===== src/rtl/seq_divider16_pkg.sv =====
// Shared definitions for the sequential restoring divider: default width,
// FSM state encoding and the all-ones quotient returned on divide by zero.
package seq_divider16_pkg;

    localparam int N_DEF     = 16;
    localparam int CNT_W_DEF = $clog2(N_DEF) + 1;

    typedef enum logic [1:0] {
        ST_IDLE = 2'd0,
        ST_RUN  = 2'd1,
        ST_DONE = 2'd2
    } state_t;

    localparam logic [N_DEF-1:0] ALL_ONES = '1;

endpackage


===== src/rtl/seq_divider16_if.sv =====
// Operand/result handshake bundle between the ALU issue stage and the divider.
interface seq_divider16_if
    import seq_divider16_pkg::*;
#(
    parameter int N = N_DEF
) ();

    logic         in_valid;
    logic         in_ready;
    logic [N-1:0] dividend;
    logic [N-1:0] divisor;
    logic         out_valid;
    logic         out_ready;
    logic [N-1:0] quotient;
    logic [N-1:0] remainder;
    logic         div_by_zero;

    modport master (
        output in_valid, dividend, divisor, out_ready,
        input  in_ready, out_valid, quotient, remainder, div_by_zero
    );

    modport slave (
        input  in_valid, dividend, divisor, out_ready,
        output in_ready, out_valid, quotient, remainder, div_by_zero
    );

endinterface


===== src/rtl/seq_divider16_sub_cla.sv =====
// W-bit subtractor a - b computed as a + ~b + 1 with 4-bit carry-look-ahead
// groups chained by their group carry; any bits above the last full group ripple.
module seq_divider16_sub_cla #(
    parameter int W = 17
) (
    input  logic [W-1:0] a,
    input  logic [W-1:0] b,
    output logic [W-1:0] diff,
    output logic         borrow
);

    localparam int NG = W / 4;

    logic [W-1:0] bn;
    logic [W-1:0] p;
    logic [W-1:0] g;
    logic [W:0]   c;

    assign bn   = ~b;
    assign p    = a ^ bn;
    assign g    = a & bn;
    assign c[0] = 1'b1;

    for (genvar k = 0; k < NG; k++) begin : g_grp
        localparam int B = 4 * k;
        assign c[B+1] = g[B] | (p[B] & c[B]);
        assign c[B+2] = g[B+1] | (p[B+1] & g[B]) | (p[B+1] & p[B] & c[B]);
        assign c[B+3] = g[B+2] | (p[B+2] & g[B+1]) | (p[B+2] & p[B+1] & g[B])
                      | (p[B+2] & p[B+1] & p[B] & c[B]);
        assign c[B+4] = g[B+3] | (p[B+3] & g[B+2]) | (p[B+3] & p[B+2] & g[B+1])
                      | (p[B+3] & p[B+2] & p[B+1] & g[B])
                      | (p[B+3] & p[B+2] & p[B+1] & p[B] & c[B]);
    end

    for (genvar i = NG * 4; i < W; i++) begin : g_tail
        assign c[i+1] = g[i] | (p[i] & c[i]);
    end

    assign diff   = p ^ c[W-1:0];
    assign borrow = ~c[W];

endmodule


===== src/rtl/seq_divider16.sv =====
// Multi-cycle unsigned restoring divider, one trial subtraction per clock,
// single operation in flight behind a valid/ready handshake on each side.
module seq_divider16
    import seq_divider16_pkg::*;
#(
    parameter int N     = N_DEF,
    parameter int CNT_W = $clog2(N) + 1
) (
    input  logic            clk,
    input  logic            rst,
    seq_divider16_if.slave  bus
);

    state_t           state_q, state_d;
    logic [CNT_W-1:0] cnt_q, cnt_d;
    logic [N-1:0]     q_q, q_d;
    logic [N-1:0]     r_q, r_d;
    logic [N-1:0]     dv_q, dv_d;
    logic             dz_q, dz_d;
    logic             in_ready_q, in_ready_d;
    logic             out_valid_q, out_valid_d;

    logic [N:0]       trial;
    logic             borrow;
    logic             take;

    seq_divider16_sub_cla #(.W(N + 1)) u_sub (
        .a      ({r_q, q_q[N-1]}),
        .b      ({1'b0, dv_q}),
        .diff   (trial),
        .borrow (borrow)
    );

    // With R < D held as an invariant, a borrow-free trial always has a clear MSB.
    assign take = ~(borrow | trial[N]);

    always_comb begin
        state_d     = state_q;
        cnt_d       = cnt_q;
        q_d         = q_q;
        r_d         = r_q;
        dv_d        = dv_q;
        dz_d        = dz_q;
        in_ready_d  = in_ready_q;
        out_valid_d = out_valid_q;
        case (state_q)
            ST_IDLE: begin
                if (bus.in_valid) begin
                    dv_d       = bus.divisor;
                    cnt_d      = '0;
                    in_ready_d = 1'b0;
                    if (bus.divisor == '0) begin
                        q_d         = {N{1'b1}};
                        r_d         = bus.dividend;
                        dz_d        = 1'b1;
                        out_valid_d = 1'b1;
                        state_d     = ST_DONE;
                    end else begin
                        q_d     = bus.dividend;
                        r_d     = '0;
                        dz_d    = 1'b0;
                        state_d = ST_RUN;
                    end
                end
            end
            ST_RUN: begin
                if (take) begin
                    r_d = trial[N-1:0];
                    q_d = {q_q[N-2:0], 1'b1};
                end else begin
                    r_d = {r_q[N-2:0], q_q[N-1]};
                    q_d = {q_q[N-2:0], 1'b0};
                end
                cnt_d = cnt_q + CNT_W'(1);
                if (cnt_q == CNT_W'(N - 1)) begin
                    out_valid_d = 1'b1;
                    state_d     = ST_DONE;
                end
            end
            ST_DONE: begin
                if (bus.out_ready) begin
                    out_valid_d = 1'b0;
                    in_ready_d  = 1'b1;
                    state_d     = ST_IDLE;
                end
            end
            default: begin
                out_valid_d = 1'b0;
                in_ready_d  = 1'b1;
                state_d     = ST_IDLE;
            end
        endcase
    end

    always_ff @(posedge clk) begin
        if (rst) begin
            state_q     <= ST_IDLE;
            cnt_q       <= '0;
            q_q         <= '0;
            r_q         <= '0;
            dv_q        <= '0;
            dz_q        <= 1'b0;
            in_ready_q  <= 1'b1;
            out_valid_q <= 1'b0;
        end else begin
            state_q     <= state_d;
            cnt_q       <= cnt_d;
            q_q         <= q_d;
            r_q         <= r_d;
            dv_q        <= dv_d;
            dz_q        <= dz_d;
            in_ready_q  <= in_ready_d;
            out_valid_q <= out_valid_d;
        end
    end

    assign bus.in_ready    = in_ready_q;
    assign bus.out_valid   = out_valid_q;
    assign bus.quotient    = q_q;
    assign bus.remainder   = r_q;
    assign bus.div_by_zero = dz_q;

endmodule


===== src/flat_wrapper.sv =====
// flat-port wrapper written by rule: the top's interface ports become plain ports
module seq_divider16_flat import seq_divider16_pkg::*;
#(
    parameter int N     = N_DEF,
    parameter int CNT_W = $clog2(N) + 1
)
  (clk, rst, bus_in_valid, bus_dividend, bus_divisor, bus_out_ready, bus_in_ready, bus_out_valid, bus_quotient, bus_remainder, bus_div_by_zero);
  seq_divider16_if #(.N(N)) bus_i ();
  input  logic clk;
  input  logic rst;
  input wire logic [$bits(bus_i.in_valid)-1:0] bus_in_valid;
  input wire logic [$bits(bus_i.dividend)-1:0] bus_dividend;
  input wire logic [$bits(bus_i.divisor)-1:0] bus_divisor;
  input wire logic [$bits(bus_i.out_ready)-1:0] bus_out_ready;
  output wire logic [$bits(bus_i.in_ready)-1:0] bus_in_ready;
  output wire logic [$bits(bus_i.out_valid)-1:0] bus_out_valid;
  output wire logic [$bits(bus_i.quotient)-1:0] bus_quotient;
  output wire logic [$bits(bus_i.remainder)-1:0] bus_remainder;
  output wire logic [$bits(bus_i.div_by_zero)-1:0] bus_div_by_zero;
  assign bus_i.in_valid = bus_in_valid;
  assign bus_i.dividend = bus_dividend;
  assign bus_i.divisor = bus_divisor;
  assign bus_i.out_ready = bus_out_ready;
  assign bus_in_ready = bus_i.in_ready;
  assign bus_out_valid = bus_i.out_valid;
  assign bus_quotient = bus_i.quotient;
  assign bus_remainder = bus_i.remainder;
  assign bus_div_by_zero = bus_i.div_by_zero;
  seq_divider16 #(.N(N), .CNT_W(CNT_W)) u_core (.clk(clk), .rst(rst), .bus(bus_i));
endmodule

===== config.mk =====
export PLATFORM = sky130hd
export DESIGN_NAME = seq_divider16_flat
export DESIGN_NICKNAME = d
export VERILOG_FILES = /design/src/rtl/seq_divider16_pkg.sv /design/src/rtl/seq_divider16_if.sv /design/src/rtl/seq_divider16_sub_cla.sv /design/src/rtl/seq_divider16.sv /design/src/flat_wrapper.sv
export SDC_FILE = /design/constraint.sdc
export NUM_CORES = 1
export LEC_CHECK = 0
export CORE_ASPECT_RATIO = 1.2
export CORE_MARGIN = 4
export CORE_UTILIZATION = 35
export CTS_CLUSTER_DIAMETER = 30
export DETAILED_ROUTE_END_ITERATION = 12
export RECOVER_POWER = 50
export SLEW_MARGIN = 25
export SYNTH_ARGS = -nofsm -noshare
export SYNTH_HDL_FRONTEND = slang
export SYNTH_HIERARCHICAL = 1
export SYNTH_SLANG_ARGS = --single-unit

===== constraint.sdc =====
create_clock -name clk -period 3.05 [get_ports clk]
set_input_delay 0.61 -clock clk [delete_from_list [all_inputs] [get_ports clk]]
set_output_delay 0.61 -clock clk [all_outputs]
set_load 0.01 [all_outputs]

==> flow_summary.toml <==
[status]
status = "finished with violations"
violations = "setup timing"

[detailed_routing]
drt_pre_antenna_iters = 4
antenna_left = 0
via_per_inst = 5.308
via_count = 3726
drtIter0Drc = 180
wl_mm = 11.59
drc = 0
wl_per_cell_um = 16.51

[grt]
grt_max_degree = 36
antenna_found_initial = 0
grt_pass1_wl_mm = 18.57
grt_pass1_vias = 3706
track_usage_pct = 18.92
overflow = 0

[yosys]
syn_area_per_cell_um2 = 8.131
synth_flop_cell = "dfxtp_1"
synthTopCellsByArea = "dfxtp_1 31%, a21oi_1 8.6%, ha_1 6.3%, mux2_2 4.8%, nand2_1 4.0%"
synth_seq_area_share_pct = 30.84
synth_warnings = 6
syn_nets = 522
synthArstFlopShare_pct = 0
ys_seq_elements = 58
synth_top_cell_by_area = "dfxtp_1"
synth.top_cell.area_share_pct = 30.84
synth_edf_count = 0
synthCells = 463
ys_types = 57
syn_area_um2 = 3765

[placed_design]
portBuffers = 70
gp_congestion = 0.8555
place_ws_ns = -0.3564
dp_hpwl_mm = 8.108

[clocking]
cts_tree = "yes"
cts-root-buf = "clkbuf_16"
htreeDepth = 3
clk_latency_ns = 0.33
clkTransAtPathRegs_ns = 0.06
clockBufferDepth = 2
cts_buffers = 9
numClockSinks = 58

[sta]
setup-tns-final_ns = -1.832
slew_viol_final = 0
worst_pin_slew_ns = 0.7194
setup_viol = 17
finalWorstSetupSlack_ns = -0.1382
fmax_ghz = 0.3137
period_needed_ns = 3.188
slew_headroom_pct = 52.04
rsz0062_at_grt = "yes"
finalCritPeriodShare_pct = 104.5
skew_ns = 0.006579
hold_viol_final = 0

[power]
total_power_mw = 2.933
vdd_ir_drop_max_mv = 0.2888
p_per_area_nw_per_um2 = 548.1
total_leakage_power_nw = 2.208

[critical_path]
worstSetupStartpoint = "u_core/bus.remainder[7]"
crit_path_end_kind = "register"
r2r-start = "u_core/bus.remainder[7]"
cp_slowest_cell = "fa_1"
required_ns = 3.23
cp-start-kind = "register"
critPathArrivalTime_ns = 3.37
critPathMaxStageDelay_ns = 0.46
crit_fanout = 6
crit_chain = "ha_4, and3_4, a221oi_2, nor2_1, or3_4, a311oi_2, fa_1, inv_2, nor2_4, clkbuf_16, mux2_4, a21oi_2, a211oi_1"
crit_type = "reg -> reg"

[floorplanning]
die_h_um = 121.6
initial_core_util_pct = 35.80
io_pins = 71
coreArea_um2 = 10520
die_w_um = 102.7
rows = 41
die_area_um2 = 12490

[hold_path]
hold_start = "u_core/bus.div_by_zero"
hold_class = "reg -> reg"

[finish]
layout-drive-gt1-share_pct = 23.04
area_growth_pct = 42.14
nNetsFinal = 628
antennaDiodeCount = 0

[flow_run]
cap_viol_max_count = 0
-- logic make-up (layout without fill, tap and decap cells) --
group                    Yosys count  count (layout)  synth area share (%)
AO/OA/AOI/OAI                    147             147                 25.06
flip-flops                        58              58                 30.84
adder cells (fa/ha/maj)           23              23                 8.441
XOR/XNOR                          11              11                 2.559
buffers and inverters             71             181                 9.106
AND/OR/NAND/NOR                  132             132                 18.01
other                              1               1               0.09961
multiplexers                      20              20                 5.882
-- path summary, 6_finish.rpt --
kind | slack, ns | cells past startpoint | endpoint
max | -0.14 | 13 | u_core/bus.remainder[10]
min | 0.46 | 2 | u_core/bus.div_by_zero
max reg2reg | -0.14 | 13 | u_core/bus.remainder[10]
min reg2reg | 0.46 | 2 | u_core/bus.div_by_zero
-- sequential cells by signal, indices dropped and copies added (netlist names) --
signal / cells
u_core/bus.quotient: 16
u_core/bus.remainder: 16
u_core/bus.out_valid: 1
u_core/bus.div_by_zero: 1
u_core/bus.in_ready: 1
u_core/dv_q: 16
u_core/state_q: 2
u_core/cnt_q: 5
-- report_power, final --
part	internal, mW	total [mW]	switching, mW
clock network	0.754	1.11	0.355
logic	0.521	0.964	0.443
registers	0.812	0.860	0.0475
-- per-layer routing --
metal / share of wire, % / GRT usage (%) / vias to the layer above
met5: 0 / 0 / -
met4: 1.6 / 5.824 / 0
met2: 47 / 30.78 / 105
met1: 46 / 25.02 / 1757
li1: - / - / 1847
met3: 5.4 / 3.952 / 17
-- cell usage after synthesis, drive strengths merged (14+ instances only) --
library cell / n
inv: 39
nor2: 30
a211oi: 18
o22a: 14
dfxtp: 58
o21ai: 23
nand3: 21
buf: 23
ha: 19
mux2: 17
nand2: 41
a21oi: 65
-- cell type report --
type	count	area, um^2
Inverter	39	146.4
Sequential cell	58	1169
Clock inverter	4	75.07
Tap cell	129	161.4
Timing Repair Buffer	127	1170
Multi-Input combinational cell	334	2377
Fill cell	965	5165
Clock buffer	11	252.7
-- cells in the final DEF, fill, tap and decap left out, types with 3 or more instances in the layout --
cell type and count:
a21oi_1 56, buf_4 53, dfxtp_1 52, nand2_1 40, inv_1 36, clkdlybuf4s50_1 35
dlygate4sd3_1 34, nor2_1 27, nand3_1 21, mux2_2 16, a211oi_1 16, ha_1 15
o22a_1 14, o21ai_0 14, nor2b_1 11, clkbuf_16 10, a21oi_2 9, a2bb2oi_1 8
xnor2_1 7, o21ai_1 6, dfxtp_2 6, nor4_1 5, nand2b_1 4, nor3_1 4
xor2_1 4, fa_1 4, ha_4 4, a22oi_1 3, o21ai_2 3, inv_2 3
a21o_1 3
-- timing repair --
action                                  in CTS  in global routing
pin swaps                                    9                  8
cloned                                       0                  1
setup buffers                               10                  3
endpoints found under the setup margin      17                 17
gates resized for setup                     17                 10
hold buffers                                 0                  0
-- per-stage QoR --
stage | cells | area [um^2] | util [%] | hold WS, ns
after floorplan | 463 | 3796 | - | 0.4363
after global placement | 673 | 4780 | 45.45 | 0.4471
after global routing | 702 | 5351 | 50.89 | 0.4718
after detailed placement | 673 | 4780 | 45.45 | 0.4495
final | 702 | 5351 | 50.89 | 0.4561
after CTS | 698 | 5268 | 50.09 | 0.4563
-- critical path: cells and delay by family, from the launching register on --
kind | cells | cell delay, ns
adders and majority gates | 2 | 0.69
buffers and inverters | 2 | 0.24
muxes | 1 | 0.30
AOI/OAI and AO/OA | 4 | 0.71
and+or+nand+nor | 4 | 0.69
DFF | 1 | 0.40
No activity file was read; power rests on OpenSTA's default activity.
